$ cat src/rtl/fetch_unit.sv
// Instruction fetch stage: assembles one- and two-byte instructions from a
// byte-wide program memory and presents them to decode with stall/flush control.
module fetch_unit #(
  parameter int          OP_LEN_BIT = 7,
  parameter logic [7:0]  NOP_CODE   = 8'h00
) (
  input  logic       CLK,
  input  logic       RST,
  input  logic [7:0] PC_in,
  input  logic [7:0] IM_data,
  input  logic       stall,
  input  logic       flush,
  output logic       I_PC,
  output logic [7:0] IR1_out,
  output logic [7:0] IR2_out,
  output logic [7:0] IR_PC_out,
  output logic       valid_out
);

  // state | meaning
  // OP    | fetching an opcode byte
  // ARG   | opcode latched, fetching its operand byte
  localparam logic ST_OP  = 1'b0;
  localparam logic ST_ARG = 1'b1;

  logic       state;
  logic [7:0] op_reg;
  logic [7:0] pc_reg;
  logic       slot_free;
  logic       fetch_en;

  assign slot_free = !valid_out || !stall;
  assign fetch_en  = slot_free && !flush;
  assign I_PC      = !RST && fetch_en;

  always_ff @(posedge CLK or posedge RST) begin
    if (RST) begin
      state     <= ST_OP;
      valid_out <= 1'b0;
      IR1_out   <= NOP_CODE;
      IR2_out   <= 8'h00;
      IR_PC_out <= 8'h00;
      op_reg    <= 8'h00;
      pc_reg    <= 8'h00;
    end else if (flush) begin
      // A partial two-byte fetch is simply dropped; op_reg/pc_reg get rewritten.
      state     <= ST_OP;
      valid_out <= 1'b0;
      IR1_out   <= NOP_CODE;
      IR2_out   <= 8'h00;
    end else if (fetch_en) begin
      case (state)
        ST_OP: begin
          op_reg <= IM_data;
          pc_reg <= PC_in;
          if (IM_data[OP_LEN_BIT]) begin
            state     <= ST_ARG;
            valid_out <= 1'b0;
          end else begin
            IR1_out   <= IM_data;
            IR2_out   <= 8'h00;
            IR_PC_out <= PC_in;
            valid_out <= 1'b1;
          end
        end
        default: begin
          IR1_out   <= op_reg;
          IR2_out   <= IM_data;
          IR_PC_out <= pc_reg;
          valid_out <= 1'b1;
          state     <= ST_OP;
        end
      endcase
    end
  end

endmodule

$ cat config.mk
export PLATFORM = sky130hd
export DESIGN_NAME = fetch_unit
export DESIGN_NICKNAME = d
export VERILOG_FILES = /design/src/rtl/fetch_unit.sv
export SDC_FILE = /design/constraint.sdc
export NUM_CORES = 1
export LEC_CHECK = 0
export CAP_MARGIN = 10
export CORE_MARGIN = 1.5
export CORE_UTILIZATION = 31
export CTS_CLUSTER_SIZE = 40
export DETAILED_ROUTE_END_ITERATION = 8
export MAX_ROUTING_LAYER = met4
export PLACE_DENSITY = 0.54
export SETUP_SLACK_MARGIN = 0.05
export SYNTH_ARGS = -nofsm -noshare
export SYNTH_HDL_FRONTEND = slang
export SYNTH_SLANG_ARGS = --single-unit
$ cat constraint.sdc
create_clock -name CLK -period 1.7 [get_ports CLK]
set_input_delay 0.425 -clock CLK [delete_from_list [all_inputs] [get_ports CLK]]
set_output_delay 0.425 -clock CLK [all_outputs]
set_load 0.02 [all_outputs]
# Yosys cells after proc, flatten, opt, wreduce, memory -nomap -nowiden
# Index checks and enable logic that the tools add are counted.
totals:
  register_bits: 42
  input_bits: 20
  out_inout_bits: 26
  wordCells: 40
classes:
  eq_ne: 2
  n_mux: 18
  bitwise: 2
  reduce_logical: 11
op_table:
  columns: ["op", "n"]
  rows:
  - ["8-bit 2-to-1 mux", 10]
  - ["1-bit 2-to-1 mux", 8]
  - ["3-bit AND reduction", 2]
  - ["1-bit logical NOT", 4]
  - ["3-bit by 1-bit inequality test with 1-bit output (second input constant)", 1]
  - ["1-bit logical AND", 2]
  - ["2-bit by 1-bit inequality test with 1-bit output (second input constant)", 1]
  - ["1-bit inverter", 2]
  - ["2-bit AND reduction", 1]
  - ["2-bit nonzero test", 1]
  - ["1-bit logical OR", 1]

# Longest topological paths before layout
depth:
  depth_word: 5
  ltp_mapped: 6
  depth_no_buf: 3

# Worst setup path before layout
# Ideal clock, no wire load.
synth_path:
  kind: "reg-to-reg"
  from: "register valid_out"
  to: "register op_reg[0]"
  arrival_ns: 1.367
  slack_ns: 0.206
  stages_incl_launch_ff: 5
  period_less_slack_ns: 1.494
  path_cell_list: "dfrtp_1 a21o_1 nor2_4 buf_4 mux2_1"
synth_via:
  elab_chain_cells: 4
synth_lines:
  columns: ["item", "line_no", "rtl"]
  rows:
  - ["start, declared", "17", "output logic valid_out"]
  - ["start signal, assigned", "39", "valid_out <= 1'b0;"]
  - ["start signal, assigned", "48", "valid_out <= 1'b0;"]
  - ["start signal, assigned", "58", "valid_out <= 1'b0;"]
  - ["1-bit logical NOT", "32", "assign slot_free = !valid_out || !stall;"]
  - ["1-bit logical OR", "32", null]
  - ["1-bit logical AND", "33", "assign fetch_en = slot_free && !flush;"]
  - ["3-bit AND reduction (no source line)", null, null]
  - ["end signal, assigned", "54", "op_reg <= IM_data;"]
  - ["end, declared", "27", "logic [7:0] op_reg;"]
# No other way between the ends.
# A chain may end at the register's enable or synchronous reset.

# Worst setup path after layout
layout_path:
  from: "register valid_out"
  to: "output valid_out"
# No word-level cell between the ends.

==> metrics.csv <==
stage,metric,value,unit
synthesis,synth cell count leaders,"dfrtp_1, mux2_1, mux2i_1, a22o_1, a31oi_1",
placed_design,Setup WS pre-CTS,-0.4523,ns
synthesis,number of synthesized flops with an enable pin,0,
clock_network,Post-CTS Setup Bufs,0,
synthesis,Post-Syn Instances,125,
timing,min Tclk post-route,1.574,ns
route,initial drt markers,54,
min_path,HP Class,reg -> reg,
route,Pre-Repair DR Iteration Count,4,
floorplanning,chip width,78.39,um
synthesis,most area-consuming cells after synthesis,"dfrtp_1, mux2_1, mux2i_1, a22o_1, o2bb2ai_1",
floorplanning,Starting Density,0.3199,
clock_network,clk buf depth,2,
pwr,P_sw,0.6734,mW
synthesis,Synth cell types,19,
setup_path,critical path required time,1.27,ns
placed_design,placer congestion estimate,0.7616,
timing,clock skew,0.008937,ns
pwr,Power Internal,1.858,mW
setup_path,WS Path Type,reg -> out,
floorplanning,row cnt,27,
placed_design,Placed Cells,256,
timing,final setup fails,0,
global_route,antenna violations before repair,0,
pwr,VDD IR max,0.5513,mV
global_route,met1 Use GR,0.1683,
clock_network,H-Tree Level Count,2,
timing,Hold Slack,0.4824,ns
timing,fmax,0.6352,GHz
clock_network,total CTS buffers,5,
global_route,largest net degree at the start of global routing,19,
synthesis,top_reg_cell synth,dfrtp_1,
clock_network,CTS tree,yes,
route,vias after detailed routing,1260,
clock_network,clock-pin slew on the worst setup and hold paths,0.08,ns
setup_path,Worst Path Max Fanout,3,
synthesis,synthesized area,1762,sq um
timing,"Slew Viols, Final",0,
layout,share of layout cells above drive strength 1,0.1667,
global_route,first-pass GRT wire length,6555,um
timing,Worst Tran Pin Value,0.4190,ns
timing,Worst Slack Setup Final,0.1257,ns
timing,RSZ-0062 raised after global routing,false,
outcome,status,completed,
floorplanning,die area,6144,sq um
pwr,clock group share of total power,0.298,
layout,Diodes inserted,0,
synthesis,synth warn,0,
floorplanning,Die Span Y,78.39,um
timing,Fin. Hold Viols,0,
setup_path,Critical Path End Type,output pin,
layout,register area,1051,sq um
synthesis,post-synth top area share,0.5966,
synthesis,sequential cell area fraction in the yosys report,0.5966,
synthesis,Mean Syn Cell Area,14.09,sq um
floorplanning,core area,5507,sq um
clock_network,Hold Buf Count CTS,0,
placed_design,dpl hpwl,2842,um
global_route,met3 Use GR,0.03953,
global_route,grt ovf,0,
timing,slew margin rel.,0.7190,
global_route,GR Util All Layers,0.1419,
job,Max-cap violations,0,
clock_network,clk sink count,42,
layout,Multi-input gate area,646.9,sq um
pwr,Leak,1.169,nW
pwr,Sw Ratio,0.2660,
pwr,Power Density,991.7,nW/um^2
layout,final-stage net count,211,
layout,fin area,2552,sq um
setup_path,Worst Path Arrival,1.15,ns
global_route,number of global-route vias before repair,1370,
route,drt total wl,3789,um
global_route,met2 Usage GRT,0.2357,
route,Vias/cell,4.773,
setup_path,CP Launch Type,flop,
layout,Finished Layout Cells,264,
pwr,sequential power share,0.479,
synthesis,Synth Register Bits,42,
clock_network,worst skew pair latency,0.29,ns
synthesis,Post-synth ARST share,1.000,
timing,Final period util,0.9261,
global_route,grt peak-use layer,met2,
synthesis,leading area contributor after synthesis,dfrtp_1,
layout,layout overhead on the synthesized area,44.89,%
clock_network,CTS root buf,clkbuf_8,
layout,Fillers,516,
pwr,Combinational Power Share,0.223,
placed_design,"Cell Area, Placed",2479,sq um
route,wire per inst,14.35,um
synthesis,most frequent cell after synthesis,dfrtp_1,
layout,Final Util,0.4635,
route,remaining antenna violation count,0,
floorplanning,Top Ports,46,
route,DRC Markers,0,
placed_design,Port-buffer cells,45,
synthesis,Syn Nets,145,
## power by group through the flow
stage          combinational [mW]  clock (mW)  sequential, mW
5_1_grt                     0.618       0.830            1.23
3_3_place_gp                0.613           0            1.23
2_1_floorplan               0.238           0            1.29
6_report                    0.565       0.755            1.21
3_5_place_dp                0.626           0            1.23
4_1_cts                     0.577       0.787            1.21
## routing by layer
metal  up-vias  share of wire
li1        604              -
met3         4          0.052
met5         -              0
met1       618           0.44
met4         0          0.013
met2        34           0.49
## cell usage in the layout (no fill, tap or decap)
cell type,synthesis,final
mux2_1,16,16
buf_4,1,16
a21oi_2,1,1
inv_1,2,1
a21oi_4,1,1
o21a_1,1,1
dlymetal6s2s_1,0,1
dlygate4sd2_1,0,26
o2bb2ai_1,7,7
a21o_1,1,1
clkbuf_1,0,2
clkdlybuf4s50_1,0,17
dfrtp_1,42,42
nor2_4,1,1
a31oi_1,9,9
clkinv_1,0,1
a21oi_1,8,8
bufinv_16,0,1
nand2b_4,1,1
nor2_1,2,2
clkbuf_8,0,5
nand2_1,2,2
a22o_1,9,9
mux2i_1,15,15
buf_12,0,6
## critical path, cell delays in order (launching register included)
cell,delay (ns)
dfrtp_1,0.40
buf_4,0.15
dlygate4sd2_1,0.31
## cells by family (layout without fill, tap and decap cells)
group,Yosys count,in the layout,synth area share
simple gates,6,6,0.02273
buf+inv,9,76,0.03622
flops,42,42,0.5966
compound gates,37,37,0.1570
mux,31,31,0.1875
## worst paths after layout
| kind | startpoint | endpoint | slack, ns | cells after the start |
|---|---|---|---|---|
| worst max-delay path | valid_out | valid_out | 0.13 | 2 |
| worst min-delay path | IR1_out[0] | IR1_out[0] | 0.48 | 1 |
| worst max register to register | valid_out | op_reg[3] | 0.25 | 5 |
| worst min register to register | IR1_out[0] | IR1_out[0] | 0.48 | 1 |
| max in group asynchronous | RST | IR_PC_out[6] | 0.64 | 4 |
| min in group asynchronous | RST | state | 0.54 | 3 |
## metrics by stage
step,power [mW],TNS [ns]
global placement,1.839,-4.007
detailed placement,1.859,-4.417
floorplan,1.532,0
global route,2.678,0
finish,2.531,0
CTS,2.577,0
## area by class of cell
type                            count  share of cell area
Inverter                            2            0.002941
Clock inverter                      1             0.01176
Clock buffer                        7             0.02990
Multi-Input combinational cell     74              0.2534
Timing Repair Buffer               66              0.2549
Tap cell                           72             0.03529
Sequential cell                    42              0.4118
## repair_timing
action,CTS,global route
pin swaps,1,2
setup endpoints to repair,26,9
resized for setup,31,1
(Power assumes the default switching activity.)
